===== config.mk =====
export PLATFORM = sky130hd
export DESIGN_NAME = aes_key_sched
export DESIGN_NICKNAME = d
export VERILOG_FILES = /design/src/rtl/aes_key_sched.sv
export SDC_FILE = /design/constraint.sdc
export NUM_CORES = 2
export LEC_CHECK = 0
export ABC_CLOCK_PERIOD_IN_PS = 48500
export CAP_MARGIN = 20
export CORE_MARGIN = 3
export CORE_UTILIZATION = 56
export DETAILED_ROUTE_END_ITERATION = 6
export PLACE_DENSITY = 0.77
export SYNTH_ARGS = -nofsm -noshare
export SYNTH_HDL_FRONTEND = slang
export SYNTH_HIERARCHICAL = 1
export SYNTH_SLANG_ARGS = --single-unit

===== constraint.sdc =====
create_clock -name clock -period 48.5 [get_ports clock]
set_clock_uncertainty 0.2 [all_clocks]
set_input_delay 7.275 -clock clock [delete_from_list [all_inputs] [get_ports clock]]
set_output_delay 7.275 -clock clock [all_outputs]
set_load 0.005 [all_outputs]

===== src/rtl/aes_key_sched.sv =====
// AES-128 key schedule: expands a cipher key into 11 round keys held in a readable register file.
// Latency: 10 cycles from key acceptance to keys_valid (20 with AES_KEY_SCHED_SBOX_REG_EN defined).
// Backpressure: key_ready is low while expanding; a key offered then is ignored, not queued.
//
// Ports:
//   clock, reset        - system clock, asynchronous active-high reset
//   clear               - synchronous flush back to IDLE (beats a simultaneous key_valid)
//   key_valid/key_ready - cipher key handshake, key word w0 in key[127:96]
//   busy, keys_valid    - expansion in progress / all round keys stored and stable
//   rd_idx, rd_key      - combinational round-key read, indices 11..15 read as zero
//   sbox_out4/sbox_in4  - word sent to / result from a shared external combinational S-box
//
// Optional build macro AES_KEY_SCHED_SBOX_REG_EN: registers the S-box result so that each
// round takes two cycles (phase 0 looks up, phase 1 writes the round key).

module aes_key_w (
    input  logic [127:0] prev_key,
    input  logic [3:0]   round,
    input  logic [31:0]  sbox_word,
    output logic [127:0] round_key
);
    logic [7:0]  rcon;
    logic [31:0] t;
    logic [31:0] n0, n1, n2, n3;

    always_comb begin
        case (round)
            4'd1:    rcon = 8'h01;
            4'd2:    rcon = 8'h02;
            4'd3:    rcon = 8'h04;
            4'd4:    rcon = 8'h08;
            4'd5:    rcon = 8'h10;
            4'd6:    rcon = 8'h20;
            4'd7:    rcon = 8'h40;
            4'd8:    rcon = 8'h80;
            4'd9:    rcon = 8'h1b;
            4'd10:   rcon = 8'h36;
            default: rcon = 8'h00;
        endcase
    end

    // The S-box is fed the unrotated w3; SubWord and RotWord commute, so rotate afterwards.
    assign t  = {sbox_word[23:0], sbox_word[31:24]} ^ {rcon, 24'h000000};
    assign n0 = prev_key[127:96] ^ t;
    assign n1 = prev_key[95:64]  ^ n0;
    assign n2 = prev_key[63:32]  ^ n1;
    assign n3 = prev_key[31:0]   ^ n2;
    assign round_key = {n0, n1, n2, n3};
endmodule

module aes_key_sched #(
    parameter int NUM_ROUNDS = 10
) (
    input  logic         clock,
    input  logic         reset,
    input  logic         clear,
    input  logic         key_valid,
    output logic         key_ready,
    input  logic [127:0] key,
    output logic         busy,
    output logic         keys_valid,
    input  logic [3:0]   rd_idx,
    output logic [127:0] rd_key,
    output logic [31:0]  sbox_out4,
    input  logic [31:0]  sbox_in4
);
    typedef enum logic [1:0] {IDLE, EXPAND, DONE} state_t;

    state_t       state, state_nxt;
    logic [3:0]   round;
    logic [127:0] rk [0:NUM_ROUNDS];
    logic [127:0] prev_key;
    logic [127:0] round_key;
    logic [31:0]  sbox_word;
    logic         accept;
    logic         step;
    logic         last;

`ifdef AES_KEY_SCHED_SBOX_REG_EN
    logic         phase;
    logic [31:0]  sbox_q;
    assign sbox_word = sbox_q;
    assign step      = (state == EXPAND) && phase;
`else
    assign sbox_word = sbox_in4;
    assign step      = (state == EXPAND);
`endif

    assign accept = key_valid && key_ready && !clear;
    assign last   = (round == 4'(NUM_ROUNDS));

    // Previous round key selected by round-1; round is 1..NUM_ROUNDS whenever it matters.
    always_comb begin
        prev_key = '0;
        for (int i = 0; i < NUM_ROUNDS; i++) begin
            if (round == 4'(i + 1)) prev_key = rk[i];
        end
    end

    always_comb begin
        rd_key = '0;
        for (int i = 0; i <= NUM_ROUNDS; i++) begin
            if (rd_idx == 4'(i)) rd_key = rk[i];
        end
    end

    aes_key_w u_key_w (
        .prev_key  (prev_key),
        .round     (round),
        .sbox_word (sbox_word),
        .round_key (round_key)
    );

    always_ff @(posedge clock or posedge reset) begin
        if (reset) state <= IDLE;
        else       state <= state_nxt;
    end

    always_comb begin
        state_nxt  = state;
        key_ready  = 1'b0;
        busy       = 1'b0;
        keys_valid = 1'b0;
        sbox_out4  = '0;
        case (state)
            IDLE: begin
                key_ready = 1'b1;
            end
            EXPAND: begin
                busy      = 1'b1;
                sbox_out4 = prev_key[31:0];
                if (step && last) state_nxt = DONE;
            end
            DONE: begin
                key_ready  = 1'b1;
                keys_valid = 1'b1;
            end
            default: state_nxt = IDLE;
        endcase
        // clear beats acceptance; acceptance beats completion (cannot coincide anyway)
        if (clear)       state_nxt = IDLE;
        else if (accept) state_nxt = EXPAND;
    end

    always_ff @(posedge clock or posedge reset) begin
        if (reset) begin
            round <= '0;
            for (int i = 0; i <= NUM_ROUNDS; i++) rk[i] <= '0;
`ifdef AES_KEY_SCHED_SBOX_REG_EN
            phase  <= 1'b0;
            sbox_q <= '0;
`endif
        end else if (clear) begin
            round <= '0;
`ifdef AES_KEY_SCHED_SBOX_REG_EN
            phase <= 1'b0;
`endif
        end else if (accept) begin
            rk[0] <= key;
            round <= 4'd1;
`ifdef AES_KEY_SCHED_SBOX_REG_EN
            phase <= 1'b0;
`endif
        end else if (state == EXPAND) begin
`ifdef AES_KEY_SCHED_SBOX_REG_EN
            if (!phase) begin
                sbox_q <= sbox_in4;
                phase  <= 1'b1;
            end else begin
                phase <= 1'b0;
`else
            begin
`endif
                for (int i = 1; i <= NUM_ROUNDS; i++) begin
                    if (round == 4'(i)) rk[i] <= round_key;
                end
                round <= round + 4'd1;
            end
        end
    end
endmodule

==> results.toml <==
[clock_network]
cts-hold-fix-buffers = 0
clk_pin_slew_worst_paths_ns = 0.06
root_buffer = "clkbuf_16"
cts_sinks = 1414
post_cts_buffers = 0
cts_tree = "built"
clockBufferDepth = 3
numCtsBuffers = 156
h-tree-depth = 4
clk_latency_ns = 0.85
cts_resized = 0

[timing]
hold_ws_ns = 0.297
finalMaxSlewViolations = 0
rsz0062_at_grt = "no"
maxSlewHeadroom_pct = 9.82
worst_pin_slew_ns = 1.34
setup-violations-final = 0
max_freq_mhz = 51.0
fin_crit_sh_pct = 40.4
setup_tns_ns = 0
hold_violations = 0
period_minus_slack_ns = 19.61

[yosys]
yosys.cell_types.count = 80
synth_cells = 7659
synth_top_area_share_pct = 43.0
synth.most_common_cell = "mux2_2"
synth_area_leaders = "dfrtp_1 43%, mux2_2 19%, a21oi_1 3.4%"
synth_top_cell_by_area = "dfrtp_1"
synth_warnings = 6
synthArstFlopShare_pct = 100
ys_seq_elements = 1414
synth_area_um2 = 82400
synth-edff-count = 0
avgSynthCellArea_um2 = 10.8
ys_seq_area_share_pct = 43.0
syn_nets = 7835
ys.flop_type = "dfrtp_1"
synth_common_cells = "1423 x mux2_2, 1414 x dfrtp_1, 553 x a21oi_1"

[power]
power_leakage_nw = 40.0
vdd_drop_max_uv = 32.2
combPwrFrac_pct = 22.2
swShare_pct = 32.8
clkPwrFrac_pct = 36.5
switching_power_mw = 1.11
seqPwrFrac_pct = 41.3
p_int_mw = 2.28
powerDensity_nw_per_um2 = 37.2

[placement]
gp_congestion = 0.958
placed_cells = 9212
portBuffers = 330
dp_hpwl_um = 184000

[drt]
drc = 11
routed_wl_um = 333000
drt_iter0_markers = 12900
via_count = 73000
dr.pass1.iters = 7
wl_per_cell_um = 35.0
ant_nets = 0
via_per_inst = 7.67

[finish]
instances_no_fill = 9518
area_growth_pct = 10.7
num-nets-final = 7647
drive_gt1_share_pct = 26.0

[setup_path]
start_kind = "input port"
crit_arrival_ns = 12.13
required_ns = 41.03
critical_path_class = "input port to primary output"
crit_fanout = 78
end_kind = "primary output"

[global_route]
grt-ovfl-total = 0
grt_usage_pct = 42.5
grt_pass1_wl_um = 480000
grt_max_degree = 160
grt_pass1_vias = 71800
antenna_found_initial = 14

[floorplan]
dieArea_um2 = 152000
die_w_um = 390
die_h_um = 390
coreArea_um2 = 146000
rows = 140
floorplan.initialDensity_pct = 56.4
io-pin-count = 331

[hold_path]
hp-class = "register to register"

[run_status]
violations = "DRC"
status = "complete, but fails checks"

[flow_run]
cap_viol_max_count = 0
[flip-flops by register name, summed over array words and instances, names as in the netlist]
register and flops:
state 2, rk 1408, round 4
[layer usage]
layer  share of wire (%)  up-vias  GRT usage, %
met1                  34    35600          52.1
met4                 9.6       16          32.8
met5               0.030        -         0.128
met2                  40     6909          58.0
met3                  17     2001          19.2
li1                    -    28500             -
[through the flow]
stage	setup slack, ns	power [mW]	instance area, µm²	utilization [%]
2_1_floorplan	1.15	1.83	82400	-
3_3_place_gp	29.28	2.10	85700	58.7
3_5_place_dp	29.27	2.12	85700	58.7
4_1_cts	29.26	3.34	91000	62.4
5_1_grt	29.02	3.47	91200	62.5
6_report	28.89	3.39	91200	62.5
[power by group through the flow]
stage          combinational (mW)  sequential, mW  clock [mW]
2_1_floorplan               0.449            1.38           0
3_3_place_gp                0.690            1.41           0
3_5_place_dp                0.706            1.41           0
4_1_cts                     0.710            1.39        1.24
5_1_grt                     0.775            1.41        1.28
6_report                    0.754            1.40        1.24
[area by class of cell]
| class | count | area, µm² |
|---|---|---|
| repair buffers | 540 | 5090 |
| well taps | 1917 | 2400 |
| clock buffers | 234 | 4670 |
| multi-input cells | 5278 | 42700 |
| inverters | 81 | 313 |
| fillers | 11400 | 54700 |
| diodes | 5 | 12.5 |
| clock inverters | 49 | 599 |
| flip-flops and latches | 1414 | 35400 |
[layout by cell type (no fill, tap or decap), types with 134 or more instances in the layout]
cell type / count
a211oi_1: 134
a21oi_1: 553
a221oi_1: 302
buf_4: 183
clkbuf_16: 159
clkdlybuf4s50_1: 326
dfrtp_1: 1412
mux2_2: 1423
mux2i_1: 167
nand2_1: 189
nor2_1: 165
o21ai_0: 458
o22ai_1: 285
o2bb2ai_1: 232
[final timing paths]
path	from	end	slack (ns)	cells past startpoint
max	rd_idx[2]	rd_key[91]	28.89	8
min	rk[23]	rk[23]	0.30	1
max reg2reg	round[3]	rk[1159]	40.39	12
min reg2reg	rk[23]	rk[23]	0.30	1
max in group asynchronous	reset	rk[427]	37.20	6
min in group asynchronous	reset	rk[1390]	6.77	2
[worst max-delay path: stages]
cell             delay (ns)
buf_8                  0.49
buf_4                  0.81
nand2b_2               0.18
nor2_4                 0.85
buf_4                  0.96
a221oi_1               0.17
a31oi_1                0.65
clkdlybuf4s50_1        0.64
[cells by family (layout without fill, tap and decap cells)]
group           after synthesis  after routing  synth area share [%]
flops                      1414           1414                  43.0
mux                        1601           1601                  21.7
xor+xnor                    179            179                  2.11
fa+ha+maj                     8              8                 0.122
simple gates                834            834                  5.68
buf+inv                     967            904                  5.68
compound gates             2656           2656                  21.8
other cells                   0              5                     0
Note: power is estimated with default switching activity, not from simulation.
